File: config.mk
export PLATFORM = sky130hd
export DESIGN_NAME = branch_resolve
export DESIGN_NICKNAME = d
export VERILOG_FILES = /design/src/rtl/branch_resolve.sv
export SDC_FILE = /design/constraint.sdc
export NUM_CORES = 1
export LEC_CHECK = 0
export ABC_CLOCK_PERIOD_IN_PS = 5400
export CAP_MARGIN = 25
export CORE_MARGIN = 2
export CORE_UTILIZATION = 40
export CTS_CLUSTER_SIZE = 12
export DETAILED_ROUTE_END_ITERATION = 10
export HOLD_SLACK_MARGIN = 0.05
export PLACE_DENSITY_LB_ADDON = 0.2
export SYNTH_ARGS = -nofsm -noshare
export SYNTH_HDL_FRONTEND = slang
export SYNTH_SLANG_ARGS = --single-unit
export TNS_END_PERCENT = 30
File: constraint.sdc
create_clock -name clk -period 5.4 [get_ports clk]
set_input_delay 0.81 -clock clk [delete_from_list [all_inputs] [get_ports clk]]
set_output_delay 0.81 -clock clk [all_outputs]
set_load 0.02 [all_outputs]
File: src/rtl/branch_resolve.sv
// rtl/branch_resolve.sv - in-order branch outcome check, flush/redirect and predictor training
module branch_resolve #(
   parameter int DEPTH = 4,
   parameter int CNT_W = 16
) (
   input  logic             clk,
   input  logic             rst_n,
   input  logic             pred_valid,
   input  logic             pred_taken,
   input  logic [31:0]      pred_pc,
   input  logic [31:0]      pred_target,
   output logic             pred_ready,
   input  logic             res_valid,
   input  logic             res_taken,
   input  logic [31:0]      res_target,
   output logic             flush,
   output logic [31:0]      redirect_pc,
   output logic             upd_valid,
   output logic [31:0]      upd_pc,
   output logic             upd_taken,
   output logic             empty,
   output logic             underflow,
   output logic [CNT_W-1:0] branch_cnt,
   output logic [CNT_W-1:0] mispred_cnt
);

   localparam int PW = $clog2(DEPTH);
   localparam logic [PW:0] FULL_CNT = (PW+1)'(DEPTH);
   localparam logic [CNT_W-1:0] CNT_MAX = {CNT_W{1'b1}};

   logic [31:0]   q_pc     [DEPTH];
   logic          q_taken  [DEPTH];
   logic [31:0]   q_target [DEPTH];

   logic [PW-1:0] head, tail, head_n, tail_n;
   logic [PW:0]   count, count_n;

   logic          full, has_entry;
   logic          do_push, do_res, mispredict;
   logic [31:0]   correct_pc;

   assign full       = (count == FULL_CNT);
   assign has_entry  = (count != '0);
   assign empty      = ~has_entry;
   assign pred_ready = ~full;

   // A full queue still accepts a push when a resolve frees the head slot in the same cycle
   assign do_res     = res_valid & has_entry;
   assign do_push    = pred_valid & (~full | do_res);

   assign mispredict = (res_taken != q_taken[head]) |
                       (res_taken & (res_target != q_target[head]));
   assign correct_pc = res_taken ? res_target : (q_pc[head] + 32'd4);

   // Pointer/count update; a mispredict drops every queued entry and any same-cycle push
   always_comb begin
      head_n  = head;
      tail_n  = tail;
      count_n = count;
      if (do_res && mispredict) begin
         head_n  = '0;
         tail_n  = '0;
         count_n = '0;
      end else begin
         if (do_push) tail_n = tail + 1'b1;
         if (do_res)  head_n = head + 1'b1;
         if (do_push && !do_res)
            count_n = count + 1'b1;
         else if (do_res && !do_push)
            count_n = count - 1'b1;
      end
   end

   // Entry storage; holds no control state so it needs no reset
   always_ff @(posedge clk) begin
      if (do_push) begin
         q_pc[tail]     <= pred_pc;
         q_taken[tail]  <= pred_taken;
         q_target[tail] <= pred_target;
      end
   end

   // Queue control, registered resolve outputs, error flag and saturating counters
   always_ff @(posedge clk or negedge rst_n) begin
      if (!rst_n) begin
         head        <= '0;
         tail        <= '0;
         count       <= '0;
         flush       <= 1'b0;
         redirect_pc <= '0;
         upd_valid   <= 1'b0;
         upd_pc      <= '0;
         upd_taken   <= 1'b0;
         underflow   <= 1'b0;
         branch_cnt  <= '0;
         mispred_cnt <= '0;
      end else begin
         head      <= head_n;
         tail      <= tail_n;
         count     <= count_n;
         upd_valid <= do_res;
         flush     <= do_res & mispredict;
         if (do_res) begin
            upd_pc    <= q_pc[head];
            upd_taken <= res_taken;
            if (branch_cnt != CNT_MAX)
               branch_cnt <= branch_cnt + 1'b1;
            if (mispredict) begin
               redirect_pc <= correct_pc;
               if (mispred_cnt != CNT_MAX)
                  mispred_cnt <= mispred_cnt + 1'b1;
            end
         end
         if (res_valid && !has_entry)
            underflow <= 1'b1;
      end
   end

endmodule

# ---- After elaboration in Yosys (flattened, before gate mapping)
# Memory sizes are Yosys's and may differ from the RTL's.
# Index checks and enable logic that the tools add are counted.
dict set report op_classes {
  n_addsub 7
  n_eq_ne 5
  mux 10
  bitwise_logic 8
  n_reduce_logical 14
}
# operator count
set ops {}
lappend ops {{adder 16 x 1 -> 16 bit, second input constant} 2}
lappend ops {{adder 32 x 3 -> 32 bit, second input constant} 1}
lappend ops {{two-way mux 32 bit} 1}
lappend ops {{!= test 16 bit, second input constant} 2}
lappend ops {{!= test 32 bit} 1}
lappend ops {{two-way mux 3 bit} 3}
lappend ops {{two-way mux 2 bit} 4}
lappend ops {{nonzero test 3 bit} 2}
lappend ops {{adder 2 x 1 -> 2 bit, second input constant} 2}
lappend ops {{AND 1 bit} 4}
lappend ops {{logical AND 1 bit} 4}
lappend ops {{AND reduction 2 bit} 2}
lappend ops {{nonzero test 2 bit} 2}
lappend ops {{adder 3 x 1 -> 3 bit, second input constant} 1}
lappend ops {{== test 3 bit, second input constant} 1}
lappend ops {{logical NOT 1 bit} 3}
lappend ops {{AND reduction 3 bit} 1}
lappend ops {{subtractor 3 x 1 -> 3 bit, second input constant} 1}
lappend ops {{two-way mux 1 bit} 2}
lappend ops {{NOT 1 bit} 2}
lappend ops {{bitwise OR 1 bit} 2}
lappend ops {{!= test 1 bit} 1}
dict set report word_totals {
  ff_bits 107
  ramBits 260
  inputBits 102
  wordCells 58
  memories 3
}
# name words width rd rd_clocked_by_memory_dff write_ports line_no
set mem_list {}
lappend mem_list {q_pc 4 32 1 0 1 31} ;# logic [31:0] q_pc [DEPTH];
lappend mem_list {q_target 4 32 1 0 1 33} ;# logic [31:0] q_target [DEPTH];
lappend mem_list {q_taken 4 1 1 0 1 32} ;# logic q_taken [DEPTH];

# ---- Logic depth before layout (Yosys ltp)
dict set report depth {
  depth_word 9
  ltp_mapped 16
}

# ---- Least setup slack after synthesis
# OpenSTA, ideal clock, no wires.
dict set report synth_timing {
  path_type {register to register}
  startpoint {register head[0]}
  endpoint {register redirect_pc[30]}
  setup_ns 0.125
  arrival_time_ns 3.200
  required_ns 5.275
  path_slack_ns 2.075
  path_stages_with_launch 17
  path_buffers 6
  synth_period_minus_slack_ns 3.325
  path_cell_list {dfrtp_1 > buf_6 > buf_6 > buf_6 > buf_6 > mux4_2 > ha_1 > nand2_1 > o22ai_1 > and2_0 > clkbuf_1 > or3b_1 > clkbuf_1 > nor3_1 > xnor2_1 > o21ai_0 > mux2_2}
}
dict set report synth_via {
  elab_chain_len 5
  word_cells_on_any_way 10
  classes_between {1 x add/sub; 2 x eq/ne; 1 x mux; 2 x bitwise; 1 x reduce/logical; 3 x memory}
}
# item line_no
set synth_rtl {}
lappend synth_rtl {{from (decl)} 35} ;# logic [PW-1:0] head, tail, head_n, tail_n;
lappend synth_rtl {{from (signal assigned)} 98} ;# head <= head_n;
lappend synth_rtl {{branches (longest 5 deep; another with memory read (4 x 32 bit))} -}
lappend synth_rtl {{to (signal assigned)} 109} ;# redirect_pc <= correct_pc;
lappend synth_rtl {{to (decl)} 17} ;# output logic [31:0] redirect_pc,
# Several ways; the timed one is not identified.
# A chain may end at the register's enable or synchronous reset.

# ---- Worst setup path in the final report
dict set report layout_timing {
  startpoint {register head[0]}
  endpoint {register mispred_cnt[10]}
}
dict set report layout_via {
  elab_chain_len 5
  word_cells_on_any_way 7
  classes_between {2 x eq/ne; 2 x bitwise; 1 x reduce/logical; 2 x memory}
}
# item line_no
set layout_rtl {}
lappend layout_rtl {{memory read (4 x 32 bit)} -}
lappend layout_rtl {{!= test 32 bit} 52} ;# (res_taken & (res_target != q_target[head]));
lappend layout_rtl {{AND 1 bit} 52}
lappend layout_rtl {{bitwise OR 1 bit *} 51} ;# assign mispredict = (res_taken != q_taken[head]) |
lappend layout_rtl {{AND reduction 3 bit (no line) *} -}
lappend layout_rtl {{to (signal assigned)} 111} ;# mispred_cnt <= mispred_cnt + 1'b1;
lappend layout_rtl {{to (decl)} 24} ;# output logic [CNT_W-1:0] mispred_cnt
# Every way passes the cells marked *; elsewhere a longest branch is shown, timed or not.

==> flow_metrics.py <==
metrics = {
    "placement": {
        "port_buffers": 203,
        "gp_congestion": 0.854,
        "hpwlAfterDp_um": 26600,
        "placed_area_um2": 17800,
    },
    "sta": {
        "setup_tns_ns": 0,
        "period_needed_ns": 3.96,
        "tightestPinTransition_ns": 0.831,
        "min_period_over_period": 0.734,
        "slew_viol_final": 0,
        "setup_viol": 0,
        "skew_ns": 0.0143,
        "rsz0062_at_grt": "no",
        "slew_headroom": 0.446,
        "fmax_mhz": 252,
        "hold_violations": 0,
    },
    "global_route": {
        "grt_use_total": 0.195,
        "grt_pass1_wl_um": 56900,
        "grt_pass1_vias": 9206,
        "grt-ovfl-total": 0,
        "grt_max_degree": 77,
        "antenna_found_initial": 5,
    },
    "floorplan": {
        "die_h_um": 199,
        "rows": 71,
        "start_util": 0.405,
        "die_area_um2": 39600,
        "coreArea_um2": 37600,
        "io_pins": 204,
        "die_w_um": 199,
    },
    "worst_setup_path": {
        "cp_max_fo": 42,
        "worst_ep_arrival_time_ns": 4.41,
        "timing.rr.end": "mispred_cnt[10]",
        "critPathLaunchType": "flip-flop",
        "r2r_slack_ns": 1.44,
        "critPathKind": "reg2reg",
        "r2r_start": "head[0]",
        "end_kind": "flip-flop",
        "r2r_cells": 9,
        "cp.required_ns": 5.85,
    },
    "synthesis": {
        "synth_mux_area_frac": 0.115,
        "synthXorXnorAreaFrac": 0.0484,
        "syn_inst": 1002,
        "synth.distinct_cells": 56,
        "yosys.area_share.simple": 0.0888,
        "synth_top_family_by_area": "multiplexers",
        "synth_area_um2": 15200,
        "synth-edff-count": 260,
        "syn_avg_cell_area_um2": 15.2,
        "yosysSeqAreaShare": 0.689,
        "synth_fa_ha_area_frac": 0.00707,
        "synth_nets": 1112,
        "synth_compound_area_frac": 0.0312,
        "ys_ff_latch": 367,
        "ys.flop_type": "edfxtp_1",
        "synth-async-reset-ratio": 0.292,
        "synth_warnings": 0,
    },
    "final_layout": {
        "drive_gt1_frac": 0.124,
        "design_area_um2": 19200,
        "areaGrowthSynthToFinish_pct": 26.0,
        "fillers": 3205,
        "nets": 1336,
    },
    "clocking": {
        "clk_pin_slew_ns": 0.06,
        "tritoncts": "done",
        "clkSinkCount": 367,
        "hold_buffers": 0,
        "root_buffer": "clkbuf_16",
        "clockBufferDepth": 3,
        "worstSkewPairLatency_ns": 0.53,
        "h-tree-depth": 2,
        "numCtsBuffers": 41,
        "post_cts_resized": 0,
        "post_cts_buffers": 0,
    },
    "drt": {
        "wl_per_cell_um": 21.5,
        "drt_iter0_markers": 571,
        "post-route-drc-count": 0,
        "num_vias": 8933,
        "vias_per_cell": 5.04,
        "ant_nets": 0,
        "first_pass_iters": 5,
        "routed_wl_um": 38000,
    },
    "pwr": {
        "leakage_uw": 0.00696,
        "total_power_uw": 10200,
        "power.density_nw_per_um2": 530,
        "worst_ir_drop_vdd_v": 0.000260,
    },
    "flow_run": {
        "maxCapViolCount": 0,
    },
    "status": {
        "status": "finished, final reports clean",
    },
    "worst_hold_path": {
        "holdCritPathClass": "in2async",
    },
}
==> worst max-delay path, stage by stage (launching register included) <==
cell,delay (ns)
dfrtp_4,0.97
mux4_2,0.61
xnor2_1,0.16
nand4_1,0.13
nor4_1,0.36
o2111ai_1,0.25
o21ai_4,0.55
inv_2,0.38
and4b_1,0.32
mux2i_1,0.12
==> metrics by stage <==
stage               utilization  std cells  setup WS (ns)  hold slack (ns)
floorplan                     -       1002           2.07            0.514
global placement          0.473       1693           1.41            0.446
detailed placement        0.473       1693           1.37            0.447
CTS                       0.509       1769           1.36            0.461
global route              0.510       1770           1.12            0.111
finish                    0.510       1772           1.44            0.122
==> routing by layer <==
| layer | global-route usage | routed length, um | vias to the layer above |
|---|---|---|---|
| li1 | - | - | 4164 |
| met5 | 0 | 44 | - |
| met1 | 0.277 | 17100 | 4479 |
| met2 | 0.312 | 18100 | 239 |
| met3 | 0.0402 | 2200 | 45 |
| met4 | 0.0431 | 566 | 6 |
==> synthesized netlist by cell type (11+ instances only) <==
cell | count | area share
mux4_2 | 53 | 0.078
nor2_1 | 38 | 0.0094
xnor2_1 | 44 | 0.025
inv_1 | 11 | 0.0027
a21oi_1 | 18 | 0.0059
edfxtp_1 | 260 | 0.51
o21ai_0 | 22 | 0.0072
xor2_1 | 40 | 0.023
and3_1 | 14 | 0.0058
clkbuf_1 | 16 | 0.0039
nand3_1 | 17 | 0.0056
dfrtp_1 | 107 | 0.18
o21ai_1 | 13 | 0.0043
mux2i_1 | 40 | 0.026
nor3_1 | 12 | 0.0039
nand2_1 | 178 | 0.044
==> power by group <==
part | internal (uW) | total, uW | switching, uW
combinational | 1480 | 3320 | 1850
sequential | 3700 | 4120 | 424
clock | 1640 | 2720 | 1070
total | 6820 | 10200 | 3340
==> cell type report <==
class	instances	area, um2	share of cell area
Sequential cell	367	10500	0.548
Timing Repair Buffer	223	2210	0.115
Inverter	14	52.6	0.00274
Antenna cell	2	5.00	0.000261
Clock buffer	62	1210	0.0631
Clock inverter	14	126	0.00660
Multi-Input combinational cell	579	4430	0.231
Tap cell	511	639	0.0334
==> cell usage in the layout, fill, tap and decap left out, types with 6 or more instances in the layout <==
master / n
a21oi_1: 18
and2_1: 6
and3_1: 14
buf_4: 19
clkbuf_1: 14
clkbuf_16: 44
clkdlybuf4s50_1: 201
clkinv_2: 7
dfrtp_1: 105
edfxtp_1: 260
ha_1: 7
inv_1: 11
mux2_2: 7
mux2i_1: 40
mux4_2: 53
nand2_1: 178
nand3_1: 17
nand4_1: 10
nor2_1: 38
nor3_1: 12
nor4_1: 6
o21ai_0: 22
o21ai_1: 13
xnor2_1: 44
xor2_1: 40
==> registers in the layout (all words and copies together), names as in the netlist <==
register     count
mispred_cnt     16
q_target       128
q_pc           128
upd_taken        1
flush            1
count            3
redirect_pc     32
q_taken          4
head             2
upd_valid        1
upd_pc          32
tail             2
branch_cnt      16
underflow        1
==> how the worst max path moves through the flow <==
stage | startpoint | end | slack (ns)
floorplan | head[0] | redirect_pc[30] | 2.07
global placement | head[0] | mispred_cnt[10] | 1.41
detailed placement | head[0] | mispred_cnt[10] | 1.37
CTS | head[0] | mispred_cnt[10] | 1.36
global route | head[0] | mispred_cnt[10] | 1.12
finish | head[0] | mispred_cnt[10] | 1.44
==> cells by family (layout without fill, tap and decap cells) <==
logic type	count (synthesis)	after routing
DFF	367	367
and+or+nand+nor	304	304
muxes	105	105
xor gates and xnor gates	84	84
AOI/OAI and AO/OA	78	78
buffers and inverters	56	313
adders and majority gates	8	8
other	0	2
Note: power is estimated with default switching activity, not from simulation.
